**src/rtl/boron_round_ctrl.sv**
```systemverilog
// Iterative Boron block cipher engine: one round per cycle, key schedule in lockstep.
// Define BORON_KEY128_EN for the 128-bit key path; the default build uses 80-bit keys.
module boron_round_ctrl #(
   parameter int unsigned NUM_ROUNDS = 25,
`ifdef BORON_KEY128_EN
   localparam int unsigned KEY_W = 128
`else
   localparam int unsigned KEY_W = 80
`endif
) (
   input  logic              clk_i,
   input  logic              rst_ni,
   input  logic              in_valid_i,
   output logic              in_ready_o,
   input  logic [63:0]       data_i,
   input  logic [KEY_W-1:0]  key_i,
   output logic              out_valid_o,
   input  logic              out_ready_i,
   output logic [63:0]       data_o,
   output logic              busy_o,
   output logic [4:0]        round_o
);

   localparam logic [4:0] LAST_RC = 5'(NUM_ROUNDS);

   typedef enum logic [1:0] {
      S_IDLE,
      S_ROUND,
      S_FINAL,
      S_DONE
   } state_e;

   state_e             fsm_q, fsm_d;
   logic [63:0]        state_q, state_d;
   logic [KEY_W-1:0]   key_q, key_d;
   logic [4:0]         rc_q, rc_d;
   logic [63:0]        dout_q, dout_d;

   function automatic logic [3:0] sbox4(input logic [3:0] x);
      logic [3:0] y;
      case (x)
         4'h0: y = 4'hE;
         4'h1: y = 4'h4;
         4'h2: y = 4'hB;
         4'h3: y = 4'h1;
         4'h4: y = 4'h7;
         4'h5: y = 4'h9;
         4'h6: y = 4'hC;
         4'h7: y = 4'hA;
         4'h8: y = 4'hD;
         4'h9: y = 4'h2;
         4'hA: y = 4'h0;
         4'hB: y = 4'hF;
         4'hC: y = 4'h8;
         4'hD: y = 4'h5;
         4'hE: y = 4'h3;
         default: y = 4'h6;
      endcase
      return y;
   endfunction

   function automatic logic [63:0] sbox_layer(input logic [63:0] x);
      logic [63:0] r;
      r = '0;
      for (int i = 0; i < 16; i++) begin
         r[4*i +: 4] = sbox4(x[4*i +: 4]);
      end
      return r;
   endfunction

   function automatic logic [15:0] rotl16(input logic [15:0] w, input int unsigned n);
      logic [31:0] t;
      t = {w, w} << n;
      return t[31:16];
   endfunction

   function automatic logic [63:0] shuf(input logic [63:0] x);
      return {rotl16(x[63:48], 9), rotl16(x[47:32], 7),
              rotl16(x[31:16], 4), rotl16(x[15:0], 1)};
   endfunction

   // Word-level XOR mixing; output words packed in input word order.
   function automatic logic [63:0] mix(input logic [63:0] x);
      logic [15:0] w0, w1, w2, w3;
      w0 = x[15:0];
      w1 = x[31:16];
      w2 = x[47:32];
      w3 = x[63:48];
      return {w3 ^ w2 ^ w0, w2 ^ w0, w3 ^ w1, w3 ^ w1 ^ w0};
   endfunction

   function automatic logic [KEY_W-1:0] upd(input logic [KEY_W-1:0] k,
                                            input logic [4:0]       rc);
      logic [KEY_W-1:0] r;
      r = {k[KEY_W-14:0], k[KEY_W-1:KEY_W-13]};
      r[3:0] = sbox4(r[3:0]);
`ifdef BORON_KEY128_EN
      r[7:4] = sbox4(r[7:4]);
`endif
      r[63:59] = r[63:59] ^ rc;
      return r;
   endfunction

   always_comb begin
      fsm_d   = fsm_q;
      state_d = state_q;
      key_d   = key_q;
      rc_d    = rc_q;
      dout_d  = dout_q;
      case (fsm_q)
         S_IDLE: begin
            if (in_valid_i) begin
               state_d = data_i;
               key_d   = key_i;
               rc_d    = 5'd1;
               fsm_d   = S_ROUND;
            end
         end
         S_ROUND: begin
            state_d = mix(shuf(sbox_layer(state_q ^ key_q[63:0])));
            key_d   = upd(key_q, rc_q);
            // The last round keeps rc so round_o holds NUM_ROUNDS until DONE is left.
            if (rc_q == LAST_RC) begin
               fsm_d = S_FINAL;
            end else begin
               rc_d = rc_q + 5'd1;
            end
         end
         S_FINAL: begin
            dout_d = state_q ^ key_q[63:0];
            fsm_d  = S_DONE;
         end
         default: begin
            if (out_ready_i) begin
               rc_d  = 5'd0;
               fsm_d = S_IDLE;
            end
         end
      endcase
   end

   always_ff @(posedge clk_i or negedge rst_ni) begin
      if (!rst_ni) begin
         fsm_q   <= S_IDLE;
         state_q <= '0;
         key_q   <= '0;
         rc_q    <= '0;
         dout_q  <= '0;
      end else begin
         fsm_q   <= fsm_d;
         state_q <= state_d;
         key_q   <= key_d;
         rc_q    <= rc_d;
         dout_q  <= dout_d;
      end
   end

   assign in_ready_o  = (fsm_q == S_IDLE);
   assign out_valid_o = (fsm_q == S_DONE);
   assign busy_o      = (fsm_q == S_ROUND) || (fsm_q == S_FINAL);
   assign round_o     = rc_q;
   assign data_o      = dout_q;

endmodule

```
**config.mk**
```make
export PLATFORM = sky130hd
export DESIGN_NAME = boron_round_ctrl
export DESIGN_NICKNAME = d
export VERILOG_FILES = /design/src/rtl/boron_round_ctrl.sv
export SDC_FILE = /design/constraint.sdc
export NUM_CORES = 1
export LEC_CHECK = 0
export ABC_AREA = 1
export BUFFER_PORTS_ARGS = -buffer_cell sky130_fd_sc_hd__buf_4
export CAP_MARGIN = 5
export CORE_MARGIN = 5
export CORE_UTILIZATION = 45
export DETAILED_ROUTE_END_ITERATION = 6
export GPL_TIMING_DRIVEN = 0
export HOLD_SLACK_MARGIN = 0.03
export PLACE_DENSITY = 0.7
export SLEW_MARGIN = 25
export SYNTH_ARGS = -nofsm -noshare
export SYNTH_HDL_FRONTEND = slang
export SYNTH_SLANG_ARGS = --single-unit
```
**constraint.sdc**
```tcl
create_clock -name clk_i -period 1.8 [get_ports clk_i]
set_clock_uncertainty 0.05 [all_clocks]
set_input_delay 0.09 -clock clk_i [delete_from_list [all_inputs] [get_ports clk_i]]
set_output_delay 0.09 -clock clk_i [all_outputs]
set_load 0.05 [all_outputs]
```
==> impl_metrics.ini <==
[outcome]
outcome = complete, but fails checks
violations = design-rule violations, negative setup slack

[placement]
gp_congestion = 1.036
hpwl_mm = 44.67
port_buffers = 219
post_dp_cell_area_um2 = 16030
placed_cells = 2656
pre_cts_ws_ns = -1.489

[critical_path]
cp.arrival_ns = 2.51
critical_path.endpoint = state_q[1]
critPathSlowestCell = dfrtp_1
critPathLaunch = key_q[30]
r2r_start = key_q[30]
worst-endpoint-required_ns = 2.19
startpoint_type = flip-flop
r2r_slack_ns = -0.32
path_max_fanout = 5
crit_path_max_incr_delay_ns = 0.48
path_common_cell = nand2_2
worstRegToRegCells = 10
crit_path_end_kind = flip-flop
rr_endpoint = state_q[1]
criticalPathCategory = reg2reg
crit_chain = xor2_1 -> nand2_1 -> nand3_1 -> nand2_1 -> nand2_4 -> nand2_2 -> nand2_2 -> nand3_4 -> nand2_2 -> nand2_2

[yosys]
syn_area_um2 = 13770
ys_warn_count = 0
synth_top_area_frac = 0.3906
synth_cell_types = 31
yosysTopAreaCell = dfrtp_1
synth_seq_cells = 215
yosys-top-cells-area = dfrtp_1, nand2_1, nand3_1, o21ai_0, nor2_1
syn_area_per_cell_um2 = 6.755
ys_seq_area_frac = 0.3906
synth_cells = 2039
synth.net_count = 2204

[layout]
layout_common_cells = nand2_1, buf_4, dfrtp_1, nand2_2, dlygate4sd3_1
fin_area_um2 = 24400
area_growth_pct = 77.14
nNetsFinal = 2761
drive_gt1_frac = 0.4393
final_common_cell = nand2_1
nFillCells = 1767
stdcell_count = 3013

[clock_network]
h-tree-depth = 1
clkTransAtPathRegs_ns = 0.06
clock_path_buffers = 3
tritoncts = built
insertion_delay_ns = 0.57
cts_sinks = 215
numCtsBuffers = 26
cts-root-buf = clkbuf_16

[timing]
period_share = 1.177
fin_ws_ns = -0.3191
min_period_ns = 2.119
setup_viol = 185
finalSetupTns_ns = -21.25
max_freq_mhz = 471.9
hold_violations = 0
slew_violations = 0
relSlewSlack = 0.6305
tightestPinTransition_ns = 0.5543
rsz0062_at_grt = yes

[route]
drtAntennaViolNets = 0
route.vias.total = 18290
dr.first_iter.drc_count = 2611
viasPerCell = 6.070
wl_mm = 73.83
drc = 17
detail_route.first_pass.iterations = 7
post_drt_wl_per_cell_um = 24.50

[floorplanning]
rows = 64
die_area_um2 = 34210
io_pins = 220
die_y_um = 185.0
start_util = 0.4527
die_x_um = 185.0
core_area_um2 = 30430

[global_routing]
grt_usage = 0.3743
grt_max_degree = 87
grt_pass1_wl_mm = 96.67
grt-ovfl-total = 0
grt_pass1_vias = 16830
antenna_found_initial = 2

[job]
drv_cap = 0

[hold_path]
hold_path.class = in2async
## through the flow
step	hold slack (ns)	util
finish	0.006638	0.8019
global route	0.08412	0.8016
CTS	0.04237	0.7096
detailed placement	0.01838	0.5268
global placement	0.2908	0.5247
floorplan	-0.2556	-
## worst min-delay path by stage
| stage | from | end | cells after the start |
|---|---|---|---|
| floorplan | rst_ni | data_o[0] | 0 |
| global placement | key_i[54] | key_q[54] | 3 |
| detailed placement | rst_ni | data_o[41] | 1 |
| CTS | rst_ni | data_o[41] | 2 |
| global route | rst_ni | data_o[41] | 2 |
| finish | rst_ni | data_o[41] | 2 |
## flip-flops by register name, summed over array words and instances, names as in the netlist
register	cells
data_o	64
fsm_q	2
key_q	80
round_o	5
state_q	64
## logic make-up after synthesis
| group | after synthesis | synth area share |
|---|---|---|
| AO/OA/AOI/OAI | 295 | 0.1195 |
| XOR/XNOR | 97 | 0.06631 |
| adder cells (fa/ha/maj) | 17 | 0.01544 |
| buffers and inverters | 223 | 0.06277 |
| flip-flops | 215 | 0.3906 |
| AND/OR/NAND/NOR | 1192 | 0.3454 |
## repair_timing
| item | CTS | global route |
|---|---|---|
| resized for setup | 638 | 599 |
| hold buffers | 146 | 0 |
| pin swaps | 128 | 198 |
| setup buffers | 84 | 67 |
| setup endpoints to repair | 214 | 197 |
| hold endpoints to repair | 275 | 0 |
| cloned | 13 | 13 |
## final cells by class
type	count	area, µm²	share of cell area
clock inverters	9	128.9	0.005282
multi-input cells	1601	11050	0.4527
plain buffers	72	887.1	0.03636
repair buffers	533	5019	0.2057
diodes	4	10.01	0.0004102
repair inverters	1	16.27	0.0006666
well taps	396	495.5	0.02031
clock buffers	36	739.5	0.03031
flip-flops and latches	215	5444	0.2231
inverters	146	614.3	0.02518
## per-layer routing
metal  track usage  vias up  wire length (µm)
li1              -     7706                 -
met1        0.4725     8630             25720
met2        0.5932     1465             32430
met3       0.08209      489              8938
met4        0.2190        0              6743
met5             0        -                 0
## cell usage after synthesis
library cell and instances:
xnor2_2 1, or2_2 1, nor2_1 165, a21oi_2 1
nand4_1 17, a311oi_1 1, xor2_4 1, o21a_1 2
dfrtp_1 215, o22ai_1 4, xor2_1 39, buf_2 16
a31oi_1 40, nand2_2 2, nand3_1 181, xor2_2 5
inv_1 143, nor3_1 2, inv_2 3, xnor2_1 51
buf_6 1, a21oi_1 41, buf_1 5, o21ai_0 160
o211ai_1 40, o31ai_1 1, o21ai_1 5, nand2_1 823
nor3b_1 1, clkbuf_1 55, ha_1 17
## critical path, delay by kind of cell (launching register included)
| family | cells | cell delay, ns |
|---|---|---|
| XOR/XNOR | 1 | 0.29 |
| AND/OR/NAND/NOR | 9 | 1.18 |
| flip-flops | 1 | 0.48 |
Power is left out: the tool's default activity adds up to more than one toggle a clock period on the data nets, which glitch-free logic cannot reach.
